<file path="config.mk">
export PLATFORM = sky130hd
export DESIGN_NAME = seg_scan_driver
export DESIGN_NICKNAME = d
export VERILOG_FILES = /design/src/rtl/seg_pkg.sv /design/src/rtl/seg_decode.sv /design/src/rtl/seg_scan_driver.sv
export SDC_FILE = /design/constraint.sdc
export NUM_CORES = 1
export LEC_CHECK = 0
export BUFFER_PORTS_ARGS = -buffer_cell sky130_fd_sc_hd__buf_2
export CAP_MARGIN = 40
export CORE_UTILIZATION = 59
export DETAILED_ROUTE_END_ITERATION = 8
export PLACE_DENSITY_LB_ADDON = 0.2
export SLEW_MARGIN = 25
export SYNTH_ARGS = -nofsm -noshare
export SYNTH_HDL_FRONTEND = slang
export SYNTH_SLANG_ARGS = --single-unit
</file>
<file path="constraint.sdc">
create_clock -name clk -period 6.2 [get_ports clk]
set_input_delay 1.55 -clock clk [delete_from_list [all_inputs] [get_ports clk]]
set_output_delay 1.55 -clock clk [all_outputs]
set_load 0.05 [all_outputs]
</file>
<file path="src/rtl/seg_pkg.sv">
// Shared constants for the seven-segment scan driver: default parameters and
// active-low glyphs (bit 6 = a ... bit 0 = g).
package seg_pkg;

    localparam int DEF_NUM_DIGITS   = 6;
    localparam int DEF_SLOT_CYCLES  = 50000;
    localparam int DEF_BLINK_FRAMES = 64;

    localparam logic [6:0] GLYPH_0     = 7'b0000001;
    localparam logic [6:0] GLYPH_1     = 7'b1001111;
    localparam logic [6:0] GLYPH_2     = 7'b0010010;
    localparam logic [6:0] GLYPH_3     = 7'b0000110;
    localparam logic [6:0] GLYPH_4     = 7'b1001100;
    localparam logic [6:0] GLYPH_5     = 7'b0100100;
    localparam logic [6:0] GLYPH_6     = 7'b0100000;
    localparam logic [6:0] GLYPH_7     = 7'b0001111;
    localparam logic [6:0] GLYPH_8     = 7'b0000000;
    localparam logic [6:0] GLYPH_9     = 7'b0000100;
    localparam logic [6:0] GLYPH_DASH  = 7'b1111110;
    localparam logic [6:0] GLYPH_BLANK = 7'b1111111;

endpackage

</file>
<file path="src/rtl/seg_decode.sv">
// BCD to active-low seven-segment glyph lookup; non-decimal codes show a dash.
module seg_decode
    import seg_pkg::*;
(
    input  logic [3:0] code,
    output logic [6:0] seg
);

    always_comb begin
        seg = GLYPH_DASH;
        case (code)
            4'd0:    seg = GLYPH_0;
            4'd1:    seg = GLYPH_1;
            4'd2:    seg = GLYPH_2;
            4'd3:    seg = GLYPH_3;
            4'd4:    seg = GLYPH_4;
            4'd5:    seg = GLYPH_5;
            4'd6:    seg = GLYPH_6;
            4'd7:    seg = GLYPH_7;
            4'd8:    seg = GLYPH_8;
            4'd9:    seg = GLYPH_9;
            default: seg = GLYPH_DASH;
        endcase
    end

endmodule

</file>
<file path="src/rtl/seg_scan_driver.sv">
// Multiplexed seven-segment scan driver with per-frame input snapshot,
// brightness PWM, leading-zero suppression and per-digit blink.
module seg_scan_driver
    import seg_pkg::*;
#(
    parameter int NUM_DIGITS   = DEF_NUM_DIGITS,
    parameter int SLOT_CYCLES  = DEF_SLOT_CYCLES,
    parameter int BLINK_FRAMES = DEF_BLINK_FRAMES
) (
    input  logic                    clk,
    input  logic                    rst,
    input  logic [4*NUM_DIGITS-1:0] digits,
    input  logic [NUM_DIGITS-1:0]   dp,
    input  logic [NUM_DIGITS-1:0]   blink_mask,
    input  logic                    lz_en,
    input  logic [3:0]              brightness,
    output logic [NUM_DIGITS-1:0]   an,
    output logic [6:0]              sseg,
    output logic                    sseg_dp,
    output logic                    frame_tick
);

    localparam int PRESC_W   = $clog2(SLOT_CYCLES);
    localparam int LIM_W     = PRESC_W + 1;
    localparam int SLOT_W    = $clog2(NUM_DIGITS);
    localparam int FRAME_W   = (BLINK_FRAMES > 1) ? $clog2(BLINK_FRAMES) : 1;
    localparam int SLOT_UNIT = SLOT_CYCLES / 16;

    localparam logic [PRESC_W-1:0] PRESC_LAST = PRESC_W'(SLOT_CYCLES - 1);
    localparam logic [SLOT_W-1:0]  SLOT_LAST  = SLOT_W'(NUM_DIGITS - 1);
    localparam logic [FRAME_W-1:0] FRAME_LAST = FRAME_W'(BLINK_FRAMES - 1);

    logic [PRESC_W-1:0]      presc;
    logic [SLOT_W-1:0]       slot;
    logic                    first_q;
    logic [FRAME_W-1:0]      frame_cnt;
    logic                    blink_on;

    logic [4*NUM_DIGITS-1:0] sh_digits;
    logic [NUM_DIGITS-1:0]   sh_dp;
    logic [NUM_DIGITS-1:0]   sh_blink;
    logic                    sh_lz;
    logic [3:0]              sh_bright;

    logic                    slot_wrap;
    logic                    frame_wrap;
    logic                    snap;
    logic [LIM_W-1:0]        on_limit;
    logic                    an_on;
    logic                    hide;
    logic                    zero_run;
    logic [NUM_DIGITS-1:0]   lz_blank;
    logic [3:0]              sh_dig_arr [NUM_DIGITS];
    logic [3:0]              cur_code;
    logic [6:0]              cur_glyph;

    // first_q holds the counters for one cycle after reset so that the first
    // snapshot lands in the same cycle as prescaler 0 of slot 0.
    assign slot_wrap  = (presc == PRESC_LAST);
    assign frame_wrap = slot_wrap && (slot == SLOT_LAST);
    assign snap       = first_q | frame_wrap;

    assign on_limit = LIM_W'((32'(sh_bright) + 32'd1) * 32'(SLOT_UNIT));
    assign an_on    = (presc != '0) && ({1'b0, presc} < on_limit);
    assign hide     = ~blink_on & sh_blink[slot];
    assign cur_code = sh_dig_arr[slot];

    always_comb begin
        zero_run = 1'b1;
        lz_blank = '0;
        for (int i = NUM_DIGITS - 1; i >= 0; i--) begin
            sh_dig_arr[i] = sh_digits[4*i +: 4];
            zero_run      = zero_run & (sh_digits[4*i +: 4] == 4'd0);
            lz_blank[i]   = sh_lz & zero_run & (i != 0);
        end
    end

    seg_decode u_decode (
        .code (cur_code),
        .seg  (cur_glyph)
    );

    always_ff @(posedge clk) begin
        if (rst) begin
            presc      <= '0;
            slot       <= '0;
            first_q    <= 1'b1;
            frame_tick <= 1'b0;
        end else begin
            first_q    <= 1'b0;
            frame_tick <= snap;
            if (!first_q) begin
                if (slot_wrap) begin
                    presc <= '0;
                    slot  <= (slot == SLOT_LAST) ? '0 : slot + 1'b1;
                end else begin
                    presc <= presc + 1'b1;
                end
            end
        end
    end

    always_ff @(posedge clk) begin
        if (rst) begin
            sh_digits <= '0;
            sh_dp     <= '0;
            sh_blink  <= '0;
            sh_lz     <= 1'b0;
            sh_bright <= '0;
            frame_cnt <= '0;
            blink_on  <= 1'b1;
        end else if (snap) begin
            sh_digits <= digits;
            sh_dp     <= dp;
            sh_blink  <= blink_mask;
            sh_lz     <= lz_en;
            sh_bright <= brightness;
            if (frame_wrap) begin
                if (frame_cnt == FRAME_LAST) begin
                    frame_cnt <= '0;
                    blink_on  <= ~blink_on;
                end else begin
                    frame_cnt <= frame_cnt + 1'b1;
                end
            end
        end
    end

    // Outputs are registered from the current prescaler/slot, so they trail
    // the counter state by one cycle.
    always_ff @(posedge clk) begin
        if (rst || first_q) begin
            an      <= '1;
            sseg    <= GLYPH_BLANK;
            sseg_dp <= 1'b1;
        end else begin
            an <= an_on ? ~(NUM_DIGITS'(1) << slot) : '1;
            if (hide) begin
                sseg    <= GLYPH_BLANK;
                sseg_dp <= 1'b1;
            end else begin
                sseg    <= lz_blank[slot] ? GLYPH_BLANK : cur_glyph;
                sseg_dp <= ~sh_dp[slot];
            end
        end
    end

endmodule

</file>
# After elaboration in Yosys (flattened, before gate mapping)
# Memory sizes are Yosys's and may differ from the RTL's. A register that Yosys moved wholly into a read port is not among the register bits.
# Cells that the tools add are included.
# W data, S select, Z words.
# word_totals
regBits,76
latchBits,0
ramBits,0
rom_bits,112
inputBits,43
wordCells,71
memories,1
# memory_table
memory,words,width,read_ports,rd_clocked_by_memory_dff,wr,line_no,source
(no name shown),16,7,1,1,0,seg_decode.sv:11,case (code)
# classes
add_sub_neg,4
multipliers,1
div,0
n_lt_le_gt_ge,3
n_eq_ne,3
n_shift,1
mux,13
bitwise,17
n_reduce_logical,15
# ops
cell,count
$logic_not A4 Y1,5
$lt A16 B17 Y1,1
$mul A5 B12 Y17 const B,1
$add A16 B1 Y16 const B,1
$eq A16 B16 Y1 const B,1
$mux W16,1
$reduce_bool A16 Y1,1
$bmux W4 S3,1
$and A1 B1 Y1,10
$bmux W1 S3,3
$mux W4,2
$add A6 B1 Y6 const B,1
$eq A6 B6 Y1 const B,1
$mux W6,1
$not A6 Y6,1
$shl A1 B3 Y6 const A,1
$add A4 B1 Y5 const B,1
$ge A4 B4 Y1 const B,1
$lt A3 B4 Y1 const B,1
$mux W1,4
$not A1 Y1,4
$not A3 Y4,1
$reduce_and A2 Y1,2
$reduce_or A2 Y1,2
other kinds (8),9

# Depth between registers and ports, before layout
# Gate-level depths: netlist (run 1).
# logic_depth
depth_word,9
ltp_mapped,20
ltp_nobuf,20

# Modules after synthesis
# A second synthesis (run 1) with hierarchy kept.
# unflattened
cells_unflattened,522
area_unflattened_um2,4959.8
# modules_own_cells
module,instances,cells_each,area_each_um2,seq_area_each_um2
seg_scan_driver,1,491,4719.5,1661.6
seg_decode,1,31,240.2,0.0

# Least setup slack after synthesis (run 1)
# Ideal clock, no wire load.
# synth_timing
kind,reg2reg
startpoint,register sh_bright[0]
endpoint,register an[2]
t_arrival_ps,4290
required_ps,6065
setup_slack_ps,1775
stages_incl_launch_ff,21
n_path_buf,0
synth_period_minus_slack_ps,4425
cell_sequence,dfxtp_1 > ha_1 > xor2_1 > ha_1 > xnor2_1 > ha_1 > ha_1 > ha_1 > a21o_1 > a211oi_1 > nor2_1 > nor2_1 > o21ai_0 > xnor2_1 > ha_1 > nand2_1 > o21ai_0 > nor4_1 > o31ai_1 > a21oi_1 > nand4b_1
# synth_via
elab_chain_cells,6
# synth_lines
element,line_no,source
"start, declared",seg_scan_driver.sv:43,logic [3:0] sh_bright;
"start signal, assigned",seg_scan_driver.sv:117,sh_bright <= brightness;
$add A4 B1 Y5,seg_scan_driver.sv:63,assign on_limit = LIM_W'((32'(sh_bright) + 32'd1) * 32'(SLOT_UNIT));
$mul A5 B12 Y17,seg_scan_driver.sv:63,
$lt A16 B17 Y1,seg_scan_driver.sv:64,"assign an_on = (presc != '0) && ({1'b0, presc} < on_limit);"
$logic_and A1 B1 Y1,seg_scan_driver.sv:64,
$not A1 Y1 (no line),n/a,
$reduce_or A2 Y1 (no line),n/a,
"end signal, assigned",seg_scan_driver.sv:137,an <= an_on ? ~(NUM_DIGITS'(1) << slot) : '1;
"end, declared",seg_scan_driver.sv:17,"output logic [NUM_DIGITS-1:0] an,"
# No other way between the ends.
# A chain may end at the register's enable or synchronous reset.

# Worst setup path after layout (run 1)
# Ends and elaborated chain as after synthesis.

==> impl_metrics.tcl, run 1 <==
set metrics [dict create \
    diodes 0 \
    grt_pass1_vias 3899 \
    cts_setup_buffers 0 \
    grt_antenna_before_repair 0 \
    synth.net_count 661 \
    finalNetCount 710 \
    crit_required_ps 6420 \
    p_switching_mw 0.334 \
    grt_max_degree 43 \
    clk-insertion-delay-late_ps 360 \
    route.antenna.remaining_nets 0 \
    drive_gt1_frac 0.151 \
    pwr_density_cell_nw_per_um2 212 \
    register_area_um2 1660 \
    fmax_mhz 198 \
    cts_root_buf "clkbuf_8" \
    ys_ff_latch 83 \
    n_fill_cell 641 \
    dp_cells 700 \
    wl_per_cell_um 14.7 \
    io_buffers 57 \
    dieArea_um2 8420 \
    total_leakage_power_nw 2.31 \
    skew_ps 15.1 \
    drv_cap 0 \
    dr.pass1.iters 5 \
    synth_seq_area_share 0.350 \
    period_minus_slack_ps 5060 \
    power_frac_seq 0.507 \
    cts_tree "done" \
    grt_use_total 0.266 \
    dpl.hpwl_um 7850 \
    wl_um 10600 \
    worst_slew_pin_slew_ps 761 \
    area_growth_pct 11.5 \
    synthFlopType "dfxtp_1" \
    synth.distinct_cells 53 \
    die_x_um 91.8 \
    cts.path.max_buffers 2 \
    postCtsResizedCells 0 \
    final_cell_mix "nand2_1, dfxtp_1, a21oi_1" \
    rsz0062_at_grt "false" \
    io_pins 58 \
    min_path_type "register to register" \
    avgViaCountPerCell 5.66 \
    slew_viol_final 0 \
    cts_buffers 9 \
    finalSetupViolations 0 \
    grt_pass1_wl_um 17900 \
    crit_path_start_kind "register" \
    drc 0 \
    final_common_cell "nand2_1" \
    hold_viol 0 \
    critPathMaxFanout 8 \
    path_clk_slew_ps 90 \
    p_clk_frac 0.328 \
    period_share 0.816 \
    synthArstFlopShare 0 \
    syn_avg_cell_area_um2 8.49 \
    power_mw 1.12 \
    synth_edf_count 0 \
    cts-hold-fix-buffers 0 \
    intPower_mw 0.789 \
    slew_headroom 0.489 \
    clock-sinks 83 \
    synth_cells 560 \
    vias 4052 \
    multi_input_comb_area_um2 2900 \
    drt_iter0_markers 224 \
    critPathKind "register to register" \
    overflow 0 \
    core_um2 7770 \
    dieHeight_um 91.8 \
    ir_drop_mv 0.165 \
    p_comb_frac 0.166 \
    endpoint_kind "register" \
    rows 32 \
    ctsHtreeMaxLevel 3 \
    stdcell_count 716 \
    synth.cell_area_um2 4750 \
    crit_arrival_ps 5280 \
    gp_congestion 0.858 \
    fin_setup_tns_ps 0 \
    start_util 0.612 \
    status "complete, no violations" \
    yosys_warnings 0 \
    p_sw_frac 0.297 \
]
==> critical path, stage by stage, from the launching register on <==
cell and delay (ps):
dfxtp_1 520, ha_1 240, xor2_1 400, ha_1 300, xnor2_1 140, ha_1 260, ha_1 290, ha_1 360
a21o_1 200, a211oi_1 300, nor2_1 80, nor2_1 150, o21ai_0 120, xnor2_1 150, ha_1 290, nand2_1 60
o21ai_0 90, nor4_1 300, o31ai_1 140, a21oi_1 400, nand4b_1 140
==> cell usage after synthesis, drive strengths merged, types with 2 or more instances <==
library cell	instances	area [µm²]
or2	3	18.8
ha	57	713
a31oi	2	12.5
inv	19	71.3
mux4	6	135
mux2i	10	100
and3	6	37.5
nor3	6	46.3
nor4	8	56.3
a211oi	3	22.5
buf	11	73.8
a21o	7	52.6
nand4	7	43.8
dfxtp	83	1660
a2111oi	2	17.5
o211ai	4	30.0
clkbuf	12	45.0
nand2b	2	12.5
xnor2	12	105
nand4b	2	17.5
nand3	11	55.1
a41oi	2	17.5
or3	2	12.5
and3b	2	17.5
o21ai	18	90.1
and4	2	18.8
nor2	41	154
xor2	23	201
nand3b	3	22.5
nand2	109	412
a21oi	69	345
and2	4	25.0
==> cells by family after synthesis <==
family,share of synthesized area
xor+xnor,0.0645
fa+ha+maj,0.154
compound gates,0.133
flops,0.350
buf+inv,0.0400
simple gates,0.207
mux,0.0519
==> stage by stage <==
| stage | util | instance area (µm²) | setup WS [ps] | hold slack (ps) |
|---|---|---|---|---|
| 2_1_floorplan | - | 4750 | 1770 | 427 |
| 3_3_place_gp | 0.652 | 5060 | 1430 | 438 |
| 3_5_place_dp | 0.658 | 5110 | 1190 | 446 |
| 4_1_cts | 0.682 | 5300 | 1170 | 456 |
| 5_1_grt | 0.682 | 5300 | 636 | 476 |
| 6_report | 0.682 | 5300 | 1140 | 453 |
==> per-layer routing <==
metal  vias up  GRT usage  routed length (µm)
met5         -          0                   0
met4         0     0.0781                 129
met3        15     0.0522                 459
met2       106      0.444                5050
met1      1890      0.350                4920
li1       2041          -                   -
==> power by group through the flow <==
stage          registers (mW)  clock network, mW  logic, mW
5_1_grt                 0.571              0.396      0.209
3_5_place_dp            0.581                  0      0.184
2_1_floorplan           0.589                  0      0.124
3_3_place_gp            0.579                  0      0.176
6_report                0.569              0.368      0.186
4_1_cts                 0.569              0.375      0.186
==> state kept, by name, summed over array words and instances (netlist names) <==
register and cells:
sh_digits 24, first_q 1, sh_blink 6, an 6, sseg 7, presc 16
sh_bright 4, frame_tick 1, sseg_dp 1, blink_on 1, sh_dp 6, frame_cnt 6
slot 3, sh_lz 1
==> final timing paths <==
path / from / to / slack, ps / cells past startpoint
max: sh_bright[0] / an[2] / 1140 / 20
min: sh_dp[0] / sh_dp[0] / 450 / 2
max reg2reg: sh_bright[0] / an[2] / 1140 / 20
min reg2reg: sh_dp[0] / sh_dp[0] / 450 / 2
==> area by class of cell <==
class / instances / share of cell area
multi-input cells: 435 / 0.548
flip-flops and latches: 83 / 0.314
repair buffers: 61 / 0.0656
clock buffers: 10 / 0.0260
well taps: 102 / 0.0241
inverters: 19 / 0.0135
clock inverters: 6 / 0.00921
(Power assumes the default switching activity.)
==> run 2: changes to the inputs <==
==> constraint.sdc (replaced) <==
create_clock -name clk -period 5.1 [get_ports clk]
set_input_delay 1.275 -clock clk [delete_from_list [all_inputs] [get_ports clk]]
set_output_delay 1.275 -clock clk [all_outputs]
set_load 0.05 [all_outputs]
==> impl_metrics.tcl, run 2 (synthesized netlist as in run 1, its figures left out) <==
set metrics [dict create \
    status "complete, no violations" \
    wl_per_cell_um 14.5 \
    total_leakage_power_nw 2.33 \
    dpl.hpwl_um 7830 \
    rsz0062_at_grt "false" \
    slew_headroom 0.418 \
    route.antenna.remaining_nets 0 \
    crit_path_start_kind "register" \
    wl_um 10400 \
    finalSetupViolations 0 \
    rows 32 \
    final_common_cell "nand2_1" \
    crit_required_ps 5320 \
    grt_use_total 0.268 \
    ir_drop_mv 0.257 \
    pwr_density_cell_nw_per_um2 266 \
    cts_buffers 9 \
    min_path_type "register to register" \
    worst_slew_pin_slew_ps 851 \
    path_clk_slew_ps 100 \
    dr.pass1.iters 5 \
    skew_ps 13.5 \
    drive_gt1_frac 0.159 \
    critPathMaxFanout 8 \
    top_regs "sh_digits x24, presc x16, sseg x7" \
    slew_viol_final 0 \
    dieArea_um2 8420 \
    grt_max_degree 43 \
    largest_reg_flops 24 \
    fin_setup_tns_ps 0 \
    crit_arrival_ps 4830 \
    drc 0 \
    endpoint_kind "register" \
    n_fill_cell 624 \
    cts_root_buf "clkbuf_8" \
    core_um2 7770 \
    setup_ws_ps 490 \
    fmax_mhz 217 \
    cts-hold-fix-buffers 0 \
    hold_viol 0 \
    ctsHtreeMaxLevel 3 \
    io_buffers 57 \
    period_share 0.904 \
    diodes 0 \
    grt_pass1_wl_um 18100 \
    clock-sinks 83 \
    gp_congestion 0.815 \
    final_cell_mix "nand2_1, dfxtp_1, a21oi_1" \
    area_growth_pct 11.8 \
    io_pins 58 \
    drv_cap 0 \
    pre_cts_ws_ps 184 \
    grt_antenna_before_repair 0 \
    period_minus_slack_ps 4610 \
    critPathKind "register to register" \
    avgViaCountPerCell 5.65 \
    cts.path.max_buffers 2 \
    power_mw 1.42 \
    finalNetCount 711 \
    die_x_um 91.8 \
    dieHeight_um 91.8 \
    cts_tree "done" \
    overflow 0 \
    clk-insertion-delay-late_ps 360 \
    top_register "sh_digits" \
    drt_iter0_markers 229 \
    vias 4048 \
    start_util 0.612 \
    r2r_slack_ps 490 \
    grt_pass1_vias 3890 \
]
[run 2: layer usage]
| layer | vias to the layer above | part of all wire | GRT usage |
|---|---|---|---|
| li1 | 2042 | - | - |
| met1 | 1901 | 0.47 | 0.355 |
| met2 | 88 | 0.48 | 0.445 |
| met3 | 17 | 0.041 | 0.0506 |
| met4 | 0 | 0.016 | 0.0781 |
| met5 | - | 0 | 0 |
[run 2: cell type report]
class,count,area [µm²],area share
multi-input cells,435,2920,0.548
flip-flops and latches,83,1660,0.313
repair buffers,62,335,0.0631
well taps,102,128,0.0240
clock buffers,9,124,0.0233
clock inverters,7,80.1,0.0151
inverters,19,71.3,0.0134
[run 2: report_power, final]
| group | internal [mW] | total (mW) | leakage (nW) | switching, mW |
|---|---|---|---|---|
| logic | 0.0922 | 0.229 | 1.55 | 0.137 |
| clock network | 0.234 | 0.495 | 0.103 | 0.261 |
| registers | 0.673 | 0.691 | 0.680 | 0.0186 |
[run 2: timing repair]
| item | 4_1_cts | 5_1_grt |
|---|---|---|
| setup endpoints to repair | 0 | 6 |
| buffers inserted | 0 | 0 |
| resized for setup | 0 | 3 |
[run 2: critical path, cell delays in order, from the launching register on]
cell and delay (ps):
dfxtp_2 440, ha_1 210, and3_1 280, ha_1 230
xnor2_1 130, ha_1 250, ha_1 280, ha_1 350
a21o_1 190, a211oi_1 300, nor2_1 80, nor2_1 150
o21ai_0 130, xnor2_1 160, ha_1 290, nand2_1 60
o21ai_0 90, nor4_1 290, o31ai_1 140, a21oi_2 300
nand4b_1 130
[run 2: stage by stage]
stage          cells   util  hold slack [ps]  instance area [µm²]
3_3_place_gp     700  0.654              436                 5080
2_1_floorplan    560      -              427                 4750
6_report         717  0.684              454                 5320
3_5_place_dp     701  0.657              445                 5100
5_1_grt          717  0.684              488                 5320
4_1_cts          717  0.683              456                 5300
[run 2: final timing paths]
check | from | end | cells after the start
min reg2reg | sh_dp[4] | sh_dp[4] | 2
max reg2reg | sh_bright[0] | an[2] | 20
max | sh_bright[0] | an[2] | 20
min | sh_dp[4] | sh_dp[4] | 2
==> run 3: changes to the inputs <==
--- a/config.mk
+++ b/config.mk
@@ -6,10 +6,10 @@
 export NUM_CORES = 1
 export LEC_CHECK = 0
 export BUFFER_PORTS_ARGS = -buffer_cell sky130_fd_sc_hd__buf_2
-export CAP_MARGIN = 40
+export CAP_MARGIN = 20
 export CORE_UTILIZATION = 59
 export DETAILED_ROUTE_END_ITERATION = 8
-export PLACE_DENSITY_LB_ADDON = 0.2
+export PLACE_DENSITY = 0.81
 export SLEW_MARGIN = 25
 export SYNTH_ARGS = -nofsm -noshare
 export SYNTH_HDL_FRONTEND = slang
==> impl_metrics.tcl, run 3 (synthesized netlist as in run 1, its figures left out) <==
set metrics [dict create \
    crit_chain "ha_1 -> and3_1 -> ha_1 -> xnor2_1 -> ha_1 -> ha_1 -> ha_1 -> a21o_1 -> a211oi_1 -> nor2_1 -> nor2_1 -> o21ai_0 -> xnor2_1 -> ha_1 -> nand2_1 -> o21ai_0 -> nor4_1 -> o31ai_1 -> a21oi_2 -> nand4b_1" \
    total_leakage_power_nw 2.29 \
    ctsHtreeMaxLevel 3 \
    n_fill_cell 649 \
    skew_ps 14.4 \
    avgViaCountPerCell 5.68 \
    pwr_density_cell_nw_per_um2 254 \
    start_util 0.612 \
    cts_setup_buffers 0 \
    p_clk_frac 0.312 \
    dieHeight_um 91.8 \
    cts_root_buf "clkbuf_8" \
    min_path_type "register to register" \
    intPower_mw 0.950 \
    r2r-end "an[2]" \
    power_frac_seq 0.517 \
    status "complete, no violations" \
    grt_pass1_wl_um 17500 \
    final_common_cell "nand2_1" \
    slew_viol_final 0 \
    grt_use_total 0.256 \
    vias 4061 \
    endpoint_kind "register" \
    max_stage_delay_ps 380 \
    ir_drop_mv 0.200 \
    cpMostUsedCell "ha_1" \
    finalNetCount 710 \
    clock-sinks 83 \
    slew_headroom 0.343 \
    diodes 0 \
    wl_per_cell_um 14.6 \
    worst_hold_slack_ps 455 \
    finalSetupViolations 0 \
    r2r_cells 20 \
    worst_slew_pin_slew_ps 985 \
    drive_gt1_frac 0.153 \
    area_growth_pct 10.7 \
    hold_viol 0 \
    cp_slowest_cell "dfxtp_2" \
    cts_buffers 9 \
    largest_reg_flops 24 \
    dieArea_um2 8420 \
    period_minus_slack_ps 4790 \
    critPathMaxFanout 8 \
    r2r_slack_ps 310 \
    startpoint "sh_bright[0]" \
    grt_pass1_vias 3848 \
    final_cell_mix "nand2_1, dfxtp_1, a21oi_1" \
    die_x_um 91.8 \
    p_sw_frac 0.290 \
    crit_family "adder cells" \
    core_um2 7770 \
    drc 0 \
    cts-hold-fix-buffers 0 \
    grt_max_degree 57 \
    grt_antenna_before_repair 0 \
    io_buffers 57 \
    rows 32 \
    cts.path.max_buffers 2 \
    critPathKind "register to register" \
    route.antenna.remaining_nets 0 \
    drv_cap 0 \
    crit_required_ps 5300 \
    top_regs "sh_digits x24, presc x16, sseg x7" \
    cp.depth 20 \
    p_comb_frac 0.171 \
    dpl.hpwl_um 7850 \
    endpoint "an[2]" \
    fmax_mhz 209 \
    drt_iter0_markers 145 \
    top_register "sh_digits" \
    crit_path_start_kind "register" \
    io_pins 58 \
    wl_um 10500 \
    cts_tree "done" \
    power_mw 1.34 \
    dr.pass1.iters 5 \
    p_switching_mw 0.388 \
    rsz0062_at_grt "false" \
    crit_arrival_ps 4980 \
    path_clk_slew_ps 70 \
    path_buf_inv 0 \
    gp_congestion 0.908 \
    r2r-start "sh_bright[0]" \
    overflow 0 \
    fin_setup_tns_ps 0 \
    clk-insertion-delay-late_ps 350 \
    period_share 0.939 \
]
-- run 3: cell types whose count changed in the layout (fill, tap and decap cells not counted), sizes merged --
cell,change
inv,-4
clkinvlp,+2
buf,-1
bufinv,-1
clkbuf,+2
-- run 3: worst reg2reg max path: stages (launching register included) --
cell and delay [ps]:
dfxtp_2 380, ha_1 230, and3_1 250, ha_1 270, xnor2_1 220, ha_1 270, ha_1 270, ha_1 350
a21o_1 190, a211oi_1 310, nor2_1 80, nor2_1 160, o21ai_0 120, xnor2_1 150, ha_1 290, nand2_1 60
o21ai_0 100, nor4_1 320, o31ai_1 170, a21oi_2 310, nand4b_1 140
-- run 3: how the worst min path moves through the flow --
stage           startpoint     endpoint  slack (ps)  cells past startpoint
5_1_grt        sh_blink[3]  sh_blink[3]         480                      2
2_1_floorplan        sh_lz        sh_lz         430                      2
3_5_place_dp      sh_dp[5]     sh_dp[5]         440                      2
3_3_place_gp      sh_dp[0]     sh_dp[0]         440                      2
4_1_cts           sh_dp[5]     sh_dp[5]         450                      2
6_report       sh_blink[2]  sh_blink[2]         450                      2
-- run 3: layout make-up --
class / count / area (µm²) / share of cell area
clock inverter: 4 / 27.5 / 0.00523
timing repair buffer: 61 / 315 / 0.0599
inverter: 19 / 71.3 / 0.0136
multi-input combinational: 435 / 2920 / 0.554
clock buffer: 11 / 141 / 0.0269
sequential: 83 / 1660 / 0.316
tap: 102 / 128 / 0.0243
-- run 3: power by group through the flow --
stage,combinational (mW),sequential [mW],clock (mW)
5_1_grt,0.256,0.695,0.452
3_3_place_gp,0.217,0.704,0
6_report,0.229,0.691,0.418
2_1_floorplan,0.151,0.716,0
4_1_cts,0.228,0.690,0.422
3_5_place_dp,0.226,0.706,0
-- run 3: metrics by stage --
step           utilization  setup WS, ps  cells  cell area (µm²)
6_report             0.677           311    715             5260
4_1_cts              0.676          3.42    715             5250
2_1_floorplan            -           675    560             4750
3_3_place_gp         0.654           455    700             5080
5_1_grt              0.677          68.5    715             5260
3_5_place_dp         0.654          45.9    700             5080
-- run 3: repair_timing --
action,in CTS,in global routing
endpoints found under the hold margin,0,0
setup endpoints to repair,0,6
resized for setup,0,3
-- run 3: layer usage --
metal,GRT usage,vias up,share of wire
li1,-,2031,-
met1,0.317,1907,0.45
met4,0.105,0,0.027
met3,0.0323,26,0.035
met2,0.449,97,0.49
met5,0,-,0
